==> src/rtl/multi_dataflow_job_offloader_pkg.sv <==
// rtl/multi_dataflow_job_offloader_pkg.sv - shared types and register map for the job offloader
package multi_dataflow_offload_package;

    typedef enum logic [2:0] {
        IDLE,
        ACQ_REQ,
        ACQ_WAIT,
        BACKOFF,
        WR,
        TRIG,
        WAIT_EVT
    } offload_state_t;

    localparam logic [31:0] OFFL_TRIGGER = 32'h00;
    localparam logic [31:0] OFFL_ACQUIRE = 32'h04;
    localparam logic [31:0] OFFL_JOBREGS = 32'h40;

    localparam int ACQ_LOCKED_BIT = 31;

endpackage

==> src/rtl/multi_dataflow_job_offloader.sv <==
// rtl/multi_dataflow_job_offloader.sv - periph-bus initiator that acquires, loads and triggers accelerator jobs
module multi_dataflow_job_offloader
    import multi_dataflow_offload_package::*;
#(
    parameter logic [31:0] BASE_ADDR    = 32'h0000_0000,
    parameter int          N_IO_REGS    = 25,
    parameter int          ID_WIDTH     = 8,
    parameter int          REQ_ID       = 0,
    parameter int          RETRY_CYCLES = 16
) (
    input  logic                clk_i,
    input  logic                rst_i,
    input  logic                jobw_valid_i,
    output logic                jobw_ready_o,
    input  logic [31:0]         jobw_data_i,
    input  logic                jobw_last_i,
    input  logic                evt_i,
    output logic                periph_req_o,
    input  logic                periph_gnt_i,
    output logic [31:0]         periph_add_o,
    output logic                periph_wen_o,
    output logic [3:0]          periph_be_o,
    output logic [31:0]         periph_data_o,
    output logic [ID_WIDTH-1:0] periph_id_o,
    input  logic                periph_r_valid_i,
    input  logic [31:0]         periph_r_data_i,
    input  logic [ID_WIDTH-1:0] periph_r_id_i,
    output logic                busy_o,
    output logic                done_o,
    output logic                err_o,
    output logic [7:0]          job_id_o
);

    localparam int KW = $clog2(N_IO_REGS + 1);
    localparam int BW = $clog2(RETRY_CYCLES + 1);
    localparam logic [KW-1:0]       K_MAX    = KW'(N_IO_REGS);
    localparam logic [BW-1:0]       B_LAST   = BW'(RETRY_CYCLES - 1);
    localparam logic [ID_WIDTH-1:0] REQ_ID_W = ID_WIDTH'(REQ_ID);

    offload_state_t state_q;
    logic [KW-1:0]  k_q;
    logic [BW-1:0]  boff_q;
    logic           done_q;
    logic           err_q;
    logic [7:0]     job_id_q;

    logic k_room;
    logic word_hs;
    logic unused_rdata;

    assign k_room       = (k_q < K_MAX);
    assign word_hs      = jobw_valid_i && jobw_ready_o;
    assign unused_rdata = ^periph_r_data_i[30:8];

    // Bus and stream outputs decoded from state; WR is a zero-buffer pass-through of the job stream
    always_comb begin
        periph_req_o  = 1'b0;
        periph_wen_o  = 1'b0;
        periph_add_o  = 32'h0;
        periph_data_o = 32'h0;
        jobw_ready_o  = 1'b0;
        case (state_q)
            ACQ_REQ: begin
                periph_req_o = 1'b1;
                periph_wen_o = 1'b1;
                periph_add_o = BASE_ADDR + OFFL_ACQUIRE;
            end
            WR: begin
                if (k_room) begin
                    periph_req_o  = jobw_valid_i;
                    periph_add_o  = BASE_ADDR + OFFL_JOBREGS + 32'({k_q, 2'b00});
                    periph_data_o = jobw_data_i;
                    jobw_ready_o  = periph_gnt_i;
                end else begin
                    jobw_ready_o  = 1'b1;
                end
            end
            TRIG: begin
                periph_req_o = 1'b1;
                periph_add_o = BASE_ADDR + OFFL_TRIGGER;
            end
            default: ;
        endcase
    end

    assign periph_be_o = 4'hF;
    assign periph_id_o = REQ_ID_W;
    assign busy_o      = (state_q != IDLE);
    assign done_o      = done_q;
    assign err_o       = err_q;
    assign job_id_o    = job_id_q;

    // Job sequencing: acquire a context (with backoff while locked), stream registers, trigger, await event
    always_ff @(posedge clk_i) begin
        if (rst_i) begin
            state_q  <= IDLE;
            k_q      <= '0;
            boff_q   <= '0;
            done_q   <= 1'b0;
            err_q    <= 1'b0;
            job_id_q <= 8'h0;
        end else begin
            done_q <= 1'b0;
            case (state_q)
                IDLE: begin
                    if (jobw_valid_i) begin
                        state_q <= ACQ_REQ;
                        k_q     <= '0;
                        err_q   <= 1'b0;
                    end
                end
                ACQ_REQ: begin
                    if (periph_gnt_i) state_q <= ACQ_WAIT;
                end
                ACQ_WAIT: begin
                    if (periph_r_valid_i && (periph_r_id_i == REQ_ID_W)) begin
                        if (periph_r_data_i[ACQ_LOCKED_BIT]) begin
                            state_q <= BACKOFF;
                            boff_q  <= '0;
                        end else begin
                            job_id_q <= periph_r_data_i[7:0];
                            state_q  <= WR;
                        end
                    end
                end
                BACKOFF: begin
                    if (boff_q == B_LAST) state_q <= ACQ_REQ;
                    else                  boff_q  <= boff_q + 1'b1;
                end
                WR: begin
                    if (word_hs) begin
                        if (k_room) k_q   <= k_q + 1'b1;
                        else        err_q <= 1'b1;
                        if (jobw_last_i) state_q <= TRIG;
                    end
                end
                TRIG: begin
                    if (periph_gnt_i) state_q <= WAIT_EVT;
                end
                WAIT_EVT: begin
                    if (evt_i) begin
                        done_q  <= 1'b1;
                        state_q <= IDLE;
                    end
                end
                default: state_q <= IDLE;
            endcase
        end
    end

endmodule

==> config.mk <==
export PLATFORM = sky130hd
export DESIGN_NAME = multi_dataflow_job_offloader
export DESIGN_NICKNAME = d
export VERILOG_FILES = /design/src/rtl/multi_dataflow_job_offloader_pkg.sv /design/src/rtl/multi_dataflow_job_offloader.sv
export SDC_FILE = /design/constraint.sdc
export NUM_CORES = 1
export LEC_CHECK = 0
export BUFFER_PORTS_ARGS = -buffer_cell sky130_fd_sc_hd__buf_2
export CAP_MARGIN = 10
export CELL_PAD_IN_SITES_DETAIL_PLACEMENT = 1
export CELL_PAD_IN_SITES_GLOBAL_PLACEMENT = 1
export CORE_ASPECT_RATIO = 1.4
export CORE_MARGIN = 3
export CORE_UTILIZATION = 25
export CTS_CLUSTER_DIAMETER = 150
export CTS_CLUSTER_SIZE = 28
export DETAILED_ROUTE_END_ITERATION = 12
export PLACE_DENSITY = 0.83
export RECOVER_POWER = 50
export SLEW_MARGIN = 5
export SYNTH_ARGS = -nofsm -noshare
export SYNTH_HDL_FRONTEND = slang
export SYNTH_SLANG_ARGS = --single-unit
==> constraint.sdc <==
create_clock -name clk_i -period 5.6 [get_ports clk_i]
set_clock_uncertainty 0.2 [all_clocks]
set_input_delay 1.68 -clock clk_i [delete_from_list [all_inputs] [get_ports clk_i]]
set_output_delay 1.68 -clock clk_i [all_outputs]
set_load 0.01 [all_outputs]
# Word-level counts from Yosys, hierarchy flattened
# Index checks and enable logic that the tools add are counted.
# op_classes
mux	32
n_lt_le_gt_ge	1
add_sub_neg	3
bitwise_logic	2
eq_ne	19
reduce_logical	14
# ops
operator	n
2-to-1 mux 32 bit	2
2-to-1 mux 5 bit	6
2-to-1 mux 3 bit	9
!= test 2 bit, second input constant	12
case mux 3 bit (7 select lines)	1
case mux 5 bit (2 select lines)	2
case mux 8 bit (2 select lines)	1
AND reduction 4 bit	3
adder 5 x 1 -> 5 bit, second input constant	2
equality test 3 bit, second input constant	3
adder 7 x 7 -> 8 bit, first input constant	1
zero test 8 bit	1
2-to-1 mux 1 bit	8
2-to-1 mux 8 bit	1
AND reduction 8 bit	1
equality test 3 x 2 -> 1 bit, second input constant	2
equality test 5 x 4 -> 1 bit, second input constant	1
less-than comparator 5 bit, second input constant	1
case mux 1 bit (2 select lines)	2
nonzero test 2 bit	2
OR reduction 2 bit	2
equality test 3 x 1 -> 1 bit, second input constant	1
zero test 3 bit	1
AND reduction 3 bit	1
other kinds (3)	5
# word_totals
out_inout_bits	90
register_bits	23
input_bits	79
word_cells	77

# Longest topological paths before layout
# Gate-level depths: netlist of run 1.
# depth
ltp_word	6
ltp_mapped	6
depth_no_buf	6

# Worst setup path after synthesis of run 1
# No wires, ideal clock.
# synth_timing
path_kind	input -> output
startpoint	input port periph_gnt_i
endpoint	output port jobw_ready_o
path_buffers	0
cell_stages	2
required_ns	3.720
t_arrival_ns	1.904
setup_slack_ns	1.816
cell_sequence	inv_1 > a21oi_1
# synth_between
elab_chain_cells	2
# synth_lines
item	line_no	text
from (decl)	multi_dataflow_job_offloader.sv:19	input logic periph_gnt_i,
2-to-1 mux 1 bit	multi_dataflow_job_offloader.sv:69	if (k_room) begin
2-to-1 mux 1 bit	multi_dataflow_job_offloader.sv:62	case (state_q)
to (decl)	multi_dataflow_job_offloader.sv:14	output logic jobw_ready_o,
# Every way passes these cells.

# Final worst setup path of run 1
# layout_timing
startpoint	register k_q[0]
endpoint	output port periph_data_o[12]
# layout_between
elab_chain_cells	3
# layout_lines
item	line_no	text
from (decl)	multi_dataflow_job_offloader.sv:41	logic [KW-1:0] k_q;
from (signal assigned)	multi_dataflow_job_offloader.sv:132	if (k_room) k_q <= k_q + 1'b1;
less-than comparator 5 bit	multi_dataflow_job_offloader.sv:51	assign k_room = (k_q < K_MAX);
2-to-1 mux 32 bit	multi_dataflow_job_offloader.sv:69	
2-to-1 mux 32 bit	multi_dataflow_job_offloader.sv:62	
to (decl)	multi_dataflow_job_offloader.sv:23	output logic [31:0] periph_data_o,
# Every way passes these cells.

==> impl_metrics.tcl, run 1 <==
set metrics [dict create \
    synth_area_leader_cell "dfxtp_1" \
    cts_buffers 3 \
    max_freq_mhz 230 \
    dr.pass1.iters 4 \
    post-dp-hpwl_um 4270 \
    cts.path.max_buffers 2 \
    tritoncts "yes" \
    area_delta_synth_final_pct 27.6 \
    grtUsageTotal_pct 12.5 \
    yosysWarnings 0 \
    status "completed" \
    routed_wl_um 5140 \
    nets 407 \
    h-tree-depth 1 \
    ys_top_cells_by_area "dfxtp_1 26%, buf_4 16%, and2_1 13%" \
    p_per_area_nw_per_um2 182 \
    avgSynthCellArea_um2 7.76 \
    total_power_w 0.000405 \
    period_share_pct 77.6 \
    max_cap_violations 0 \
    grt_setup_unrepaired "no" \
    drt_iter0_drc 25 \
    arrival_ns 2.46 \
    clkSinkCount 23 \
    min_from "err_o" \
    synth_edf_count 0 \
    die_area_um2 8030 \
    clockPowerShare_pct 26.7 \
    setup_slack_ns 1.26 \
    globalplace.congestion 0.758 \
    netlist_area_um2 1750 \
    reg2reg_from "state_q[0]" \
    grt_pass1_wl_um 8440 \
    num_rows 35 \
    coreArea_um2 6700 \
    drcViolationCount 0 \
    ioPinCount 169 \
    clk_pin_slew_ns 0.09 \
    hold_class "register to register" \
    ctsHoldBuffers 0 \
    p_int_w 0.000261 \
    critPathKind "register to output port" \
    root_buffer "clkbuf_8" \
    drive_above_1_share_pct 30.9 \
    pwr-share-seq_pct 46.2 \
    port_buffers 107 \
    finalSetupTns_ns 0 \
    period_minus_slack_ns 4.34 \
    finalMaxSlewViolations 0 \
    synth_ff_type "dfxtp_1" \
    grt_pass1_vias 1742 \
    seq_area_frac_synth_pct 26.4 \
    clk_latency_ns 0.27 \
    post-cts-setup-buffers 0 \
    post_cts_resized 0 \
    slew_headroom_pct 37.8 \
    antenna_found_initial 0 \
    antennaDiodeCount 0 \
    via_per_inst 4.36 \
    die_w_um 76.6 \
    p_sw_share_pct 35.5 \
    p_leak_nw 1.19 \
    yosysTopAreaCellShare_pct 26.4 \
    grt_max_degree 39 \
    overflow 0 \
    ant_nets 0 \
    finalHoldViolCount 0 \
    p_switching_w 0.000144 \
    power_frac_comb_pct 27.1 \
    initial_core_util_pct 26.1 \
    pre_cts_slack_ns 1.54 \
    worst_ir_drop_vdd_uv 80.2 \
    crit_fanout 38 \
    dr_total_vias 1815 \
    die_h_um 105 \
    synthArstFlopShare_pct 0 \
    final_cell_mix "92 x buf_2, 38 x conb_1, 36 x and2_1" \
    finalSetupViolCount 0 \
    ys_ff_latch 23 \
    ys_types 41 \
    wire_per_inst_um 12.4 \
    end_kind "output port" \
    start_kind "register" \
    required_ns 3.72 \
    synthCells 225 \
    crit_start "k_q[0]" \
    tightest_slew_ns 0.933 \
    final_common_cell "buf_2" \
]
## metal layers
metal  GRT usage, %  up-vias  share of wire, %
li1               -      887                 -
met1           14.0      821                38
met2           23.0      103                51
met3           3.45        4                11
met4           3.37        0              0.74
met5              0        -                 0
## area by class of cell
type	instances	area (um^2)
Clock buffer	3	41.3
Fill cell	892	4470
Inverter	7	26.3
Timing Repair Buffer	107	517
Sequential cell	23	460
Multi-Input combinational cell	183	1060
Clock inverter	1	7.51
Tap cell	92	115
## power by group through the flow
stage | clock [W] | sequential, W | combinational [W]
floorplan | 0 | 0.000177 | 0.0000975
global placement | 0 | 0.000190 | 0.000110
detailed placement | 0 | 0.000190 | 0.000113
CTS | 0.000115 | 0.000187 | 0.000113
global route | 0.000122 | 0.000189 | 0.000126
finish | 0.000108 | 0.000187 | 0.000110
## synth_stat cells, types with 6 or more instances
cell,n
a21oi_1,7
mux2i_1,9
dfxtp_1,23
nor2_1,14
buf_4,38
inv_1,7
nor3_1,6
o21ai_0,8
clkbuf_1,9
and2_1,36
nand2_1,16
## sequential cells by signal, indices dropped and copies added (netlist names)
signal	cells
done_o	1
job_id_o	8
err_o	1
boff_q	5
k_q	5
state_q	3
## final timing paths
path	slack (ns)	end	cells after the start
setup reg to reg	3.06	boff_q[3]	4
hold reg to reg	0.29	err_o	1
hold / removal	0.29	err_o	1
setup / recovery	1.26	periph_data_o[12]	4
## stage by stage
stage	utilization, %	cell area, um^2	hold WS, ns	cells
3_5_place_dp	32.8	2200	0.270	412
6_report	33.2	2230	0.286	416
5_1_grt	33.2	2230	0.319	416
2_1_floorplan	-	1880	0.242	261
3_3_place_gp	32.8	2200	0.247	412
4_1_cts	33.6	2250	0.286	416
## worst max-delay path, stage by stage (launching register included)
cell and delay, ns:
dfxtp_1 0.39, o311ai_2 0.56, and3_1 0.87, and2_1 0.23, buf_2 0.14
## logic make-up (layout without fill, tap and decap cells)
kind of cell | count (synthesis) | after routing | synth area share, %
AO/OA/AOI/OAI | 34 | 34 | 13.5
flip-flops | 23 | 23 | 26.4
other | 2 | 38 | 0.430
buffers and inverters | 55 | 118 | 20.4
multiplexers | 9 | 9 | 5.16
adder cells (fa/ha/maj) | 3 | 3 | 2.15
AND/OR/NAND/NOR | 99 | 99 | 31.9
(Power assumes the default switching activity.)
==> run 2, diff against run 1 <==
--- a/config.mk
+++ b/config.mk
@@ -11,11 +11,11 @@
 export CELL_PAD_IN_SITES_GLOBAL_PLACEMENT = 1
 export CORE_ASPECT_RATIO = 1.4
 export CORE_MARGIN = 3
-export CORE_UTILIZATION = 25
+export CORE_UTILIZATION = 23
 export CTS_CLUSTER_DIAMETER = 150
 export CTS_CLUSTER_SIZE = 28
 export DETAILED_ROUTE_END_ITERATION = 12
-export PLACE_DENSITY = 0.83
+export PLACE_DENSITY = 0.77
 export RECOVER_POWER = 50
 export SLEW_MARGIN = 5
 export SYNTH_ARGS = -nofsm -noshare
==> constraint.sdc (replaced) <==
create_clock -name clk_i -period 4.1 [get_ports clk_i]
set_clock_uncertainty 0.2 [all_clocks]
set_input_delay 1.23 -clock clk_i [delete_from_list [all_inputs] [get_ports clk_i]]
set_output_delay 1.23 -clock clk_i [all_outputs]
set_load 0.01 [all_outputs]
==> run 2 against run 1 <==
Net effect:
- sequential power up 25%
- worst hold slack worse by 0.0048 ns
- sequential share of layout area down 0.27 points
- worst setup slack lost 0.40 ns
- via count about the same
- critical path depth did not move
- power rose by 38%
- utilization decreased by 1.7 points
- non-clock buffer count rose by 4
==> impl_metrics.tcl, run 2 (synthesized netlist as in run 1, its figures left out) <==
set metrics [dict create \
    start_kind "input port" \
    r2r-end "boff_q[3]" \
    overflow 0 \
    hold_class "register to register" \
    stdcell_count 423 \
    drive_above_1_share_pct 31.4 \
    cts.path.max_buffers 2 \
    routed_wl_um 5410 \
    die_w_um 79.6 \
    worst_hold_slack_ns 0.281 \
    total_power_w 0.000560 \
    post-dp-hpwl_um 4580 \
    die_area_um2 8690 \
    antenna_found_initial 0 \
    grt_max_degree 39 \
    p_leak_nw 1.21 \
    grt_setup_unrepaired "no" \
    final_common_cell "buf_2" \
    clk_pin_slew_ns 0.09 \
    worst_ir_drop_vdd_uv 117 \
    dr_total_vias 1814 \
    finalMaxSlewViolations 0 \
    globalplace.congestion 0.740 \
    ant_nets 0 \
    wire_per_inst_um 12.8 \
    crit_fanout 7 \
    tightest_slew_ns 0.827 \
    dr.pass1.iters 4 \
    h-tree-depth 1 \
    ctsHoldBuffers 0 \
    required_ns 2.67 \
    finalSetupViolCount 0 \
    clk_latency_ns 0.26 \
    slowest_delay_ns 0.24 \
    critPathKind "input port to output port" \
    max_freq_mhz 309 \
    p_per_area_nw_per_um2 248 \
    antennaDiodeCount 0 \
    ioPinCount 169 \
    period_minus_slack_ns 3.24 \
    finalHoldViolCount 0 \
    crit_start "periph_gnt_i" \
    initial_core_util_pct 24.4 \
    cpMaxStageDelayCell "clkbuf_1" \
    place_inst 419 \
    multi_input_area_um2 1060 \
    period_share_pct 79.0 \
    reg2reg_depth 5 \
    coreArea_um2 7160 \
    nets 411 \
    post-cts-setup-buffers 0 \
    grt_pass1_wl_um 8160 \
    root_buffer "clkbuf_8" \
    worstPathCellList "clkbuf_1 -> inv_1 -> a21oi_1 -> buf_2" \
    regToRegSetupSlack_ns 1.61 \
    num_rows 36 \
    status "completed" \
    grtUsageTotal_pct 11.6 \
    final_cell_mix "92 x buf_2, 38 x conb_1, 36 x and2_1" \
    tritoncts "yes" \
    drcViolationCount 0 \
    via_per_inst 4.29 \
    die_h_um 109 \
    port_buffers 107 \
    finalSetupTns_ns 0 \
    grt_pass1_vias 1703 \
    slew_headroom_pct 44.8 \
    reg2reg_from "state_q[0]" \
    clkSinkCount 23 \
    max_cap_violations 0 \
    end_kind "output port" \
    largest_reg_flops 8 \
    regArea_um2 460 \
    cts_buffers 3 \
    arrival_ns 1.81 \
    fillers 940 \
    crit_path_end "jobw_ready_o" \
    area_delta_synth_final_pct 29.3 \
    drt_iter0_drc 47 \
    post_cts_resized 0 \
]
[run 2: changes by cell type in the layout (fill, tap and decap cells not counted)]
cell	previous run	this run
clkbuf_1	15	16
clkinvlp_4	1	0
buf_4	0	4
[run 2: per-layer routing]
metal | track usage [%] | share of wire (%)
met3 | 3.22 | 12
met4 | 1.11 | 0
met1 | 12.4 | 36
met5 | 0 | 0
met2 | 22.8 | 51
[run 2: power breakdown]
| group | total, W | internal (W) | switching, W |
|---|---|---|---|
| Combinational | 0.000183 | 0.0000654 | 0.000118 |
| Clock | 0.000143 | 0.0000693 | 0.0000735 |
| Sequential | 0.000234 | 0.000230 | 0.00000380 |
[run 2: area by class of cell]
class | instances | share of cell area [%]
Inverter | 7 | 1.16
Sequential cell | 23 | 20.4
Multi-Input combinational cell | 183 | 47.0
Clock buffer | 4 | 2.00
Timing Repair Buffer | 111 | 24.2
Tap cell | 95 | 5.27
[run 2: worst min-delay path by stage]
stage | startpoint | end | slack (ns) | cells after the start
after global routing | err_o | err_o | 0.32 | 1
after floorplan | boff_q[3] | boff_q[3] | 0.24 | 1
after detailed placement | err_o | err_o | 0.27 | 1
after CTS | err_o | err_o | 0.29 | 1
after global placement | err_o | err_o | 0.25 | 1
final | err_o | err_o | 0.28 | 1
[run 2: worst max-delay path, delay by kind of cell]
family,cells,cell delay (ns)
AO/OA/AOI/OAI,1,0.12
buffers and inverters,3,0.46
[run 2: metrics by stage]
step,instance area (um^2),utilization [%],setup WS [ns]
global placement,2230,31.2,0.767
CTS,2280,31.8,0.841
detailed placement,2230,31.2,0.741
floorplan,1880,-,1.06
global route,2260,31.5,0.714
finish,2260,31.5,0.859
==> run 3, diff against run 2 <==
==> constraint.sdc (replaced) <==
create_clock -name clk_i -period 3 [get_ports clk_i]
set_clock_uncertainty 0.2 [all_clocks]
set_input_delay 0.9 -clock clk_i [delete_from_list [all_inputs] [get_ports clk_i]]
set_output_delay 0.9 -clock clk_i [all_outputs]
set_load 0.01 [all_outputs]
==> run 3 against run 2 <==
Net effect:
- power increased by 38%
- flip-flop and latch count unchanged
- register-to-register slack got worse by 1.2 ns
- combinational power increased by 33%
- clock power increased by 41%
- final cell count increased by 0.71%
- sequential power increased by 41%
- largest power group unchanged
==> impl_metrics.tcl, run 3 (synthesized netlist as in run 1, its figures left out) <==
set metrics [dict create \
    stdcell_count 426 \
    grt_pass1_vias 1789 \
    ctsHoldBuffers 0 \
    finalHoldViolCount 0 \
    tritoncts "yes" \
    drt_iter0_drc 47 \
    cts_buffers 3 \
    met3_usage_pct 3.22 \
    clkSinkCount 23 \
    antenna_found_initial 0 \
    final_cell_mix "94 x buf_2, 38 x conb_1, 36 x and2_1" \
    min_from "err_o" \
    num_rows 36 \
    finalSetupTns_ns 0 \
    slew_headroom_pct 43.7 \
    globalplace.congestion 0.745 \
    worstPathCellList "o311ai_2 -> and3_1 -> buf_4 -> and2_1 -> buf_2" \
    finish.instance_area_um2 2270 \
    max_cap_violations 0 \
    die_w_um 79.6 \
    grt_setup_unrepaired "no" \
    dr.pass1.iters 4 \
    grt_pass1_wl_um 8200 \
    post-cts-setup-buffers 0 \
    port_buffers 107 \
    period_minus_slack_ns 2.85 \
    cts.path.max_buffers 2 \
    reg2reg_from "state_q[0]" \
    grtUsageTotal_pct 11.6 \
    place_inst 422 \
    routed_wl_um 5430 \
    fillers 942 \
    arrival_ns 1.75 \
    slowest_delay_ns 0.39 \
    antennaDiodeCount 0 \
    regToRegSetupSlack_ns 0.43 \
    area_delta_synth_final_pct 30.3 \
    dr_total_vias 1857 \
    largest_reg_flops 8 \
    final_common_cell "buf_2" \
    ioPinCount 169 \
    initial_core_util_pct 24.4 \
    drive_above_1_share_pct 32.0 \
    cpMaxStageDelayCell "dfxtp_1" \
    die_area_um2 8690 \
    clk_pin_slew_ns 0.09 \
    tightest_slew_ns 0.845 \
    worstPathBufferInverterCount 2 \
    wire_per_inst_um 12.7 \
    via_per_inst 4.36 \
    start_kind "register" \
    grt_busiest_layer "met2" \
    root_buffer "clkbuf_8" \
    hold_class "register to register" \
    utilization_pct 31.8 \
    critPathKind "register to output port" \
    grt_max_degree 19 \
    ant_nets 0 \
    nets 414 \
    finalMaxSlewViolations 0 \
    drcViolationCount 0 \
    status "completed" \
    die_h_um 109 \
    finalSetupViolCount 0 \
    required_ns 1.90 \
    met2_usage_pct 22.9 \
    p_per_area_nw_per_um2 340 \
    crit_start "k_q[0]" \
    period_share_pct 94.9 \
    overflow 0 \
    clk_latency_ns 0.27 \
    worst_hold_slack_ns 0.284 \
    dpl_cell_area_um2 2260 \
    met1_usage_pct 11.8 \
    p_leak_nw 1.22 \
    crit_fanout 12 \
    max_freq_mhz 351 \
    h-tree-depth 1 \
    end_kind "output port" \
    post-dp-hpwl_um 4610 \
    coreArea_um2 7160 \
    post_cts_resized 0 \
    cp_top_family "simple AND/OR/NAND/NOR gates" \
    worst_ir_drop_vdd_uv 159 \
]
## run 3: changes by cell type in the layout (fill, tap and decap cells not counted), sizes merged
cell  delta
buf      +3
## run 3: metrics by stage
step	worst slack (ns)	power [W]
2_1_floorplan	0.289	0.000513
5_1_grt	0.0319	0.000832
4_1_cts	0.115	0.000789
3_3_place_gp	0.154	0.000577
6_report	0.153	0.000774
3_5_place_dp	0.124	0.000584
## run 3: final cells by class
type	instances	area, um^2	area share [%]
Sequential cell	23	460	20.2
Multi-Input combinational cell	183	1060	46.6
Timing Repair Buffer	114	564	24.8
Inverter	7	26.3	1.16
Clock buffer	4	45.0	1.98
Tap cell	95	119	5.23
## run 3: where the power goes
part | internal, W | switching (W)
clock network | 0.0000950 | 0.000107
registers | 0.000314 | 0.0000154
logic | 0.0000904 | 0.000153
total | 0.000500 | 0.000275
## run 3: worst register-to-register path, cell delays in order, from the launching register on
cell and delay [ns]:
dfxtp_1 0.37, buf_4 0.19, or4_4 0.56, or4_1 0.50
o21ai_0 0.44, a311oi_1 0.17
## run 3: final timing paths
kind,end,cells after the start
worst min-delay path,err_o,1
worst max register to register,boff_q[3],5
worst max-delay path,periph_data_o[21],5
worst min register to register,err_o,1
## run 3: layer usage
layer  wire, um  vias to the layer above
li1           -                      899
met1       2010                      835
met2       2670                      117
met3        680                        6
met4         72                        0
met5          0                        -
